[src/rtl/dev_timer.sv]
// Memory-mapped countdown timer (CTRL/PRESET/COUNT) with one-shot or auto-reload interrupt.
// Latency: reads are combinational, writes land at the next edge; no backpressure, the bus is never stalled.
module dev_timer #(
  parameter logic [31:0] RST_PRESET = 32'h0000_0000
) (
  input  logic        clk,
  input  logic        reset,
  input  logic        iSel,
  input  logic        iWE,
  input  logic [1:0]  iAddr,
  input  logic [3:0]  iBE,
  input  logic [31:0] iData,
  output logic [31:0] oData,
  output logic        oIRQ
);

  localparam logic [1:0] IDLE = 2'd0;
  localparam logic [1:0] LOAD = 2'd1;
  localparam logic [1:0] CNT  = 2'd2;
  localparam logic [1:0] INT  = 2'd3;

  localparam logic [1:0] MODE_RELOAD = 2'b01;

  localparam logic [1:0] ADDR_CTRL   = 2'd0;
  localparam logic [1:0] ADDR_PRESET = 2'd1;
  localparam logic [1:0] ADDR_COUNT  = 2'd2;

  logic [1:0]  state;
  logic [1:0]  stateNext;
  logic        ctrlEn;
  logic [1:0]  ctrlMode;
  logic        ctrlIm;
  logic [31:0] preset;
  logic [31:0] count;
  logic        pending;

  logic        wrCtrl;
  logic        wrPreset;
  logic        wrEn;
  logic [1:0]  wrMode;
  logic        wrIm;
  logic [31:0] presetMerged;
  logic        countZero;
  logic        isReload;
  logic        reachZero;

  assign wrCtrl    = iSel & iWE & (iAddr == ADDR_CTRL);
  assign wrPreset  = iSel & iWE & (iAddr == ADDR_PRESET);
  assign countZero = (count == 32'd0);
  assign isReload  = (ctrlMode == MODE_RELOAD);
  assign reachZero = (state == CNT) & ctrlEn & countZero;

  // All CTRL fields live in byte lane 0; a write without that lane keeps the old fields.
  assign wrEn   = iBE[0] ? iData[0]   : ctrlEn;
  assign wrMode = iBE[0] ? iData[2:1] : ctrlMode;
  assign wrIm   = iBE[0] ? iData[3]   : ctrlIm;

  always_comb begin
    presetMerged = preset;
    for (int i = 0; i < 4; i++) begin
      if (iBE[i]) begin
        presetMerged[8*i +: 8] = iData[8*i +: 8];
      end
    end
  end

  // A CTRL write landing in INT overrides the mode-driven choice of next state.
  always_comb begin
    stateNext = state;
    case (state)
      IDLE: begin
        if (ctrlEn) begin
          stateNext = LOAD;
        end
      end
      LOAD: begin
        stateNext = CNT;
      end
      CNT: begin
        if (!ctrlEn) begin
          stateNext = IDLE;
        end else if (countZero) begin
          stateNext = INT;
        end
      end
      INT: begin
        if (wrCtrl) begin
          stateNext = wrEn ? LOAD : IDLE;
        end else begin
          stateNext = isReload ? LOAD : IDLE;
        end
      end
      default: begin
        stateNext = IDLE;
      end
    endcase
  end

  always_ff @(posedge clk or negedge reset) begin
    if (!reset) begin
      state <= IDLE;
      count <= 32'd0;
    end else begin
      state <= stateNext;
      if (state == LOAD) begin
        count <= preset;
      end else if ((state == CNT) && ctrlEn && !countZero) begin
        count <= count - 32'd1;
      end
    end
  end

  always_ff @(posedge clk or negedge reset) begin
    if (!reset) begin
      ctrlEn   <= 1'b0;
      ctrlMode <= 2'b00;
      ctrlIm   <= 1'b0;
    end else if (wrCtrl) begin
      ctrlEn   <= wrEn;
      ctrlMode <= wrMode;
      ctrlIm   <= wrIm;
    end else if ((state == INT) && !isReload) begin
      ctrlEn <= 1'b0;
    end
  end

  always_ff @(posedge clk or negedge reset) begin
    if (!reset) begin
      preset <= RST_PRESET;
    end else if (wrPreset) begin
      preset <= presetMerged;
    end
  end

  // Pending is raised on the same edge that enters INT so the interrupt appears with the state.
  always_ff @(posedge clk or negedge reset) begin
    if (!reset) begin
      pending <= 1'b0;
    end else if (reachZero) begin
      pending <= 1'b1;
    end else if (wrCtrl) begin
      pending <= 1'b0;
    end else if ((state == INT) && isReload) begin
      pending <= 1'b0;
    end
  end

  always_comb begin
    oData = 32'h0;
    case (iAddr)
      ADDR_CTRL:   oData = {28'h0, ctrlIm, ctrlMode, ctrlEn};
      ADDR_PRESET: oData = preset;
      ADDR_COUNT:  oData = count;
      default:     oData = 32'h0;
    endcase
  end

  assign oIRQ = pending & ctrlIm;

endmodule

[config.mk]
export PLATFORM = sky130hd
export DESIGN_NAME = dev_timer
export DESIGN_NICKNAME = d
export VERILOG_FILES = /design/src/rtl/dev_timer.sv
export SDC_FILE = /design/constraint.sdc
export NUM_CORES = 1
export LEC_CHECK = 0
export CAP_MARGIN = 20
export CORE_UTILIZATION = 40
export CTS_BUF_LIST = sky130_fd_sc_hd__clkbuf_8
export CTS_CLUSTER_SIZE = 14
export DETAILED_ROUTE_END_ITERATION = 7
export GPL_TIMING_DRIVEN = 0
export PLACE_DENSITY_LB_ADDON = 0.25
export SYNTH_ARGS = -nofsm -noshare
export SYNTH_HDL_FRONTEND = slang
export SYNTH_SLANG_ARGS = --single-unit
[constraint.sdc]
create_clock -name clk -period 5.1 [get_ports clk]
set_clock_uncertainty 0.05 [all_clocks]
set_input_delay 0.765 -clock clk [delete_from_list [all_inputs] [get_ports clk]]
set_output_delay 0.765 -clock clk [all_outputs]
set_load 0.005 [all_outputs]
==> metrics.md <==
| Metric | Value |
|---|---|
| Outcome | `complete, no violations` |
| Synth-to-layout area growth | `28.8%` |
| Initial drt markers | `277` |
| VDD IR max | `0.184 mV` |
| R2R Path End | `count[14]` |
| Crit-path cells | `clkdlybuf4s50_1 -> nor2b_1 -> clkbuf_1 -> clkbuf_1 -> a22o_1 -> clkdlybuf4s50_1` |
| Slowest-stage cell, CP | `clkbuf_1` |
| Setup_tns | `0 ps` |
| Final WL | `11.8 mm` |
| Pwr dens | `480 nW/um^2` |
| EDFF count, synth | `0` |
| Setup Crit Path Kind | `in2out` |
| Clock Sinks | `71` |
| Die width | `102 um` |
| Finished layout cell area | `5120 sq um` |
| ANT cells | `0` |
| Area post-placement | `4900 sq um` |
| Worst r2r path cells | `10` |
| Final design utilization | `0.529` |
| Critical path launch point type | `primary input` |
| Die Y | `102 um` |
| WP data arrival | `3360 ps` |
| Hold WC Path Type | `in2async` |
| H-tree Lvls | `3` |
| Crit end category | `output pin` |
| Root Buffer | `clkbuf_8` |
| R2r startpoint | `count[0]` |
| Max_cap viols | `0` |
| CTS Buf Count | `9` |
| Area share of the largest cell type after synthesis | `0.447` |
| Top post-synthesis cells by area | `dfrtp_1, mux2_2, a22o_1` |
| Largest net degree at the start of global routing | `72` |
| DRT antenna net count | `0` |
| # setup viols final | `0` |
| Period utilization | `0.818` |
| Synthesized area | `3980 sq um` |
| Most used DFF post-synth | `dfrtp_1` |
| CP max FO | `10` |
| Pre-antenna DRT Iters | `5` |
| DRC | `0` |
| Synthesized instance count | `390` |
| Post-synthesis sequential area ratio | `0.447` |
| Share of layout cells above drive strength 1 | `0.156` |
| Bufs and invs on worst path | `4` |
| Top cell type by total area after synthesis | `dfrtp_1` |
| Top-count cell post-synth | `dfrtp_1` |
| Syn_area_per_cell | `10.2 sq um` |
| I/O Buffers | `73` |
| Num rows | `36` |
| Clock Tree Buf Depth | `2` |
| Leakage Power | `2.11 nW` |
| RSZ-0062 raised after global routing | `no` |
| Worst-Margin Slew | `1030 ps` |
| Minimum hold slack | `359 ps` |
| Initial Utilization | `0.410` |
| GPL Wtd Cong | `0.950` |
| Netlist cell types | `63` |
| Slew headroom | `0.305` |
| Post-CTS Hold Buffers | `0` |
| FFs w/ async S/R, synth | `1.00` |
| FMAX | `240 MHz` |
| Ys Warns | `0` |
| Hpwl dp | `8.15 mm` |
| Clock-pin slew on the worst setup and hold paths | `70 ps` |
| CP top delay family | `buffers and inverters` |
| Die area | `10300 sq um` |
| Reg2Reg Setup Slack | `2120 ps` |
| Gr ovfl total | `0` |
| Mapped Nets | `433` |
| Routed vias | `3651` |
| CP max stage delay | `630 ps` |
| GRT Total Usage | `0.244` |
| Resized Gates After CTS | `0` |
| Final hold violations | `0` |
| Setup bufs post-CTS | `0` |
| CTS tree | `done` |
| First-pass GRT wire length | `18.7 mm` |
| Vias/cell | `5.96` |
| Req. time, crit path | `4280 ps` |
| Core area | `9680 sq um` |
| Synth cell count leaders | `dfrtp_1, nand2_1, mux2_2` |
| Initial antenna violation count | `0` |
| Period minus WS final | `4170 ps` |
| Skew-Pair Late Insertion Delay | `360 ps` |
| Max-slew violation count | `0` |
| Register bit count reported by yosys | `71` |
| Average wire per standard cell | `19.3 um` |
| Final net count | `518` |
| # IOs | `75` |
| Vias in the first global route | `3519` |
## metrics by stage
| stage | power, W | std cells | setup slack [ps] |
|---|---|---|---|
| 2_1_floorplan | 0.00155 | 390 | 2330 |
| 3_3_place_gp | 0.00189 | 596 | 705 |
| 3_5_place_dp | 0.00193 | 597 | 966 |
| 4_1_cts | 0.00244 | 613 | 969 |
| 5_1_grt | 0.00260 | 613 | 759 |
| 6_report | 0.00246 | 613 | 926 |
## logic make-up after synthesis
family | share of synthesized area
buffers and inverters | 0.0343
muxes | 0.114
xor gates and xnor gates | 0.0110
adders and majority gates | 0.00315
DFF | 0.447
and+or+nand+nor | 0.201
AOI/OAI and AO/OA | 0.189
## power by group
part | switching [W] | total, W | internal, W
logic | 0.000524 | 0.000974 | 0.000450
registers | 0.000223 | 0.000969 | 0.000747
clock network | 0.000216 | 0.000514 | 0.000298
total | 0.000963 | 0.00246 | 0.00149
## area by class of cell
class	count	area [sq um]
fill	890	4560
multi-input combinational	287	2060
sequential	71	1780
timing repair buffer	74	756
tap	133	166
clock buffer	11	151
buffer	24	106
clock inverter	5	72.6
inverter	8	30.0
## worst reg2reg max path, cell delays in order, from the launching register on
cell	delay, ps
dfrtp_1	440
inv_1	90
ha_1	190
or4b_4	520
nor4_4	320
and4_1	210
buf_2	180
nor2_1	110
clkbuf_1	330
a22oi_1	280
o21ai_0	120
## per-layer routing
| layer | up-vias | GRT usage | share of wire |
|---|---|---|---|
| met5 | - | 0 | 0 |
| met4 | 0 | 0.128 | 0.023 |
| met3 | 23 | 0.0386 | 0.073 |
| met2 | 163 | 0.373 | 0.47 |
| met1 | 1812 | 0.333 | 0.44 |
| li1 | 1653 | - | - |
## state kept, by name, indices dropped and copies added (netlist names)
signal and flops:
ctrlIm 1, ctrlMode 2, ctrlEn 1, state 2, count 32, preset 32
pending 1
## cell usage in the layout, fill, tap and decap left out, drive strengths merged, types with 3 or more instances in the layout
cell type      synthesis  layout
a22o                  28      28
and2                   3       3
or4                    6       6
a22oi                  4       4
dfrtp                 71      71
mux2i                  6       6
xor2                   4       4
a32o                   3       3
a221o                  4       4
buf                    6       8
o311ai                 4       4
clkdlybuf4s50          0      72
nor2                  16      16
clkbuf                18      29
nand3                 11      11
and3                   5       5
or3                    5       5
nand4                  3       3
o21ai                 20      20
nor3                  16      16
mux2                  35      35
a21oi                  9       9
inv                    8      10
or2                    4       4
o211ai                 8       8
nand2                 47      47
nor2b                  5       5
nor4                  14      14
## worst max path at each step
stage / start / to / cells past startpoint
finish: iAddr[0] / oData[25] / 6
global route: iAddr[0] / oData[22] / 6
CTS: iAddr[0] / oData[25] / 6
detailed placement: iAddr[0] / oData[25] / 6
global placement: reset / preset[29] / 1
floorplan: iAddr[1] / oData[16] / 5
No activity file was read; power rests on OpenSTA's default activity.
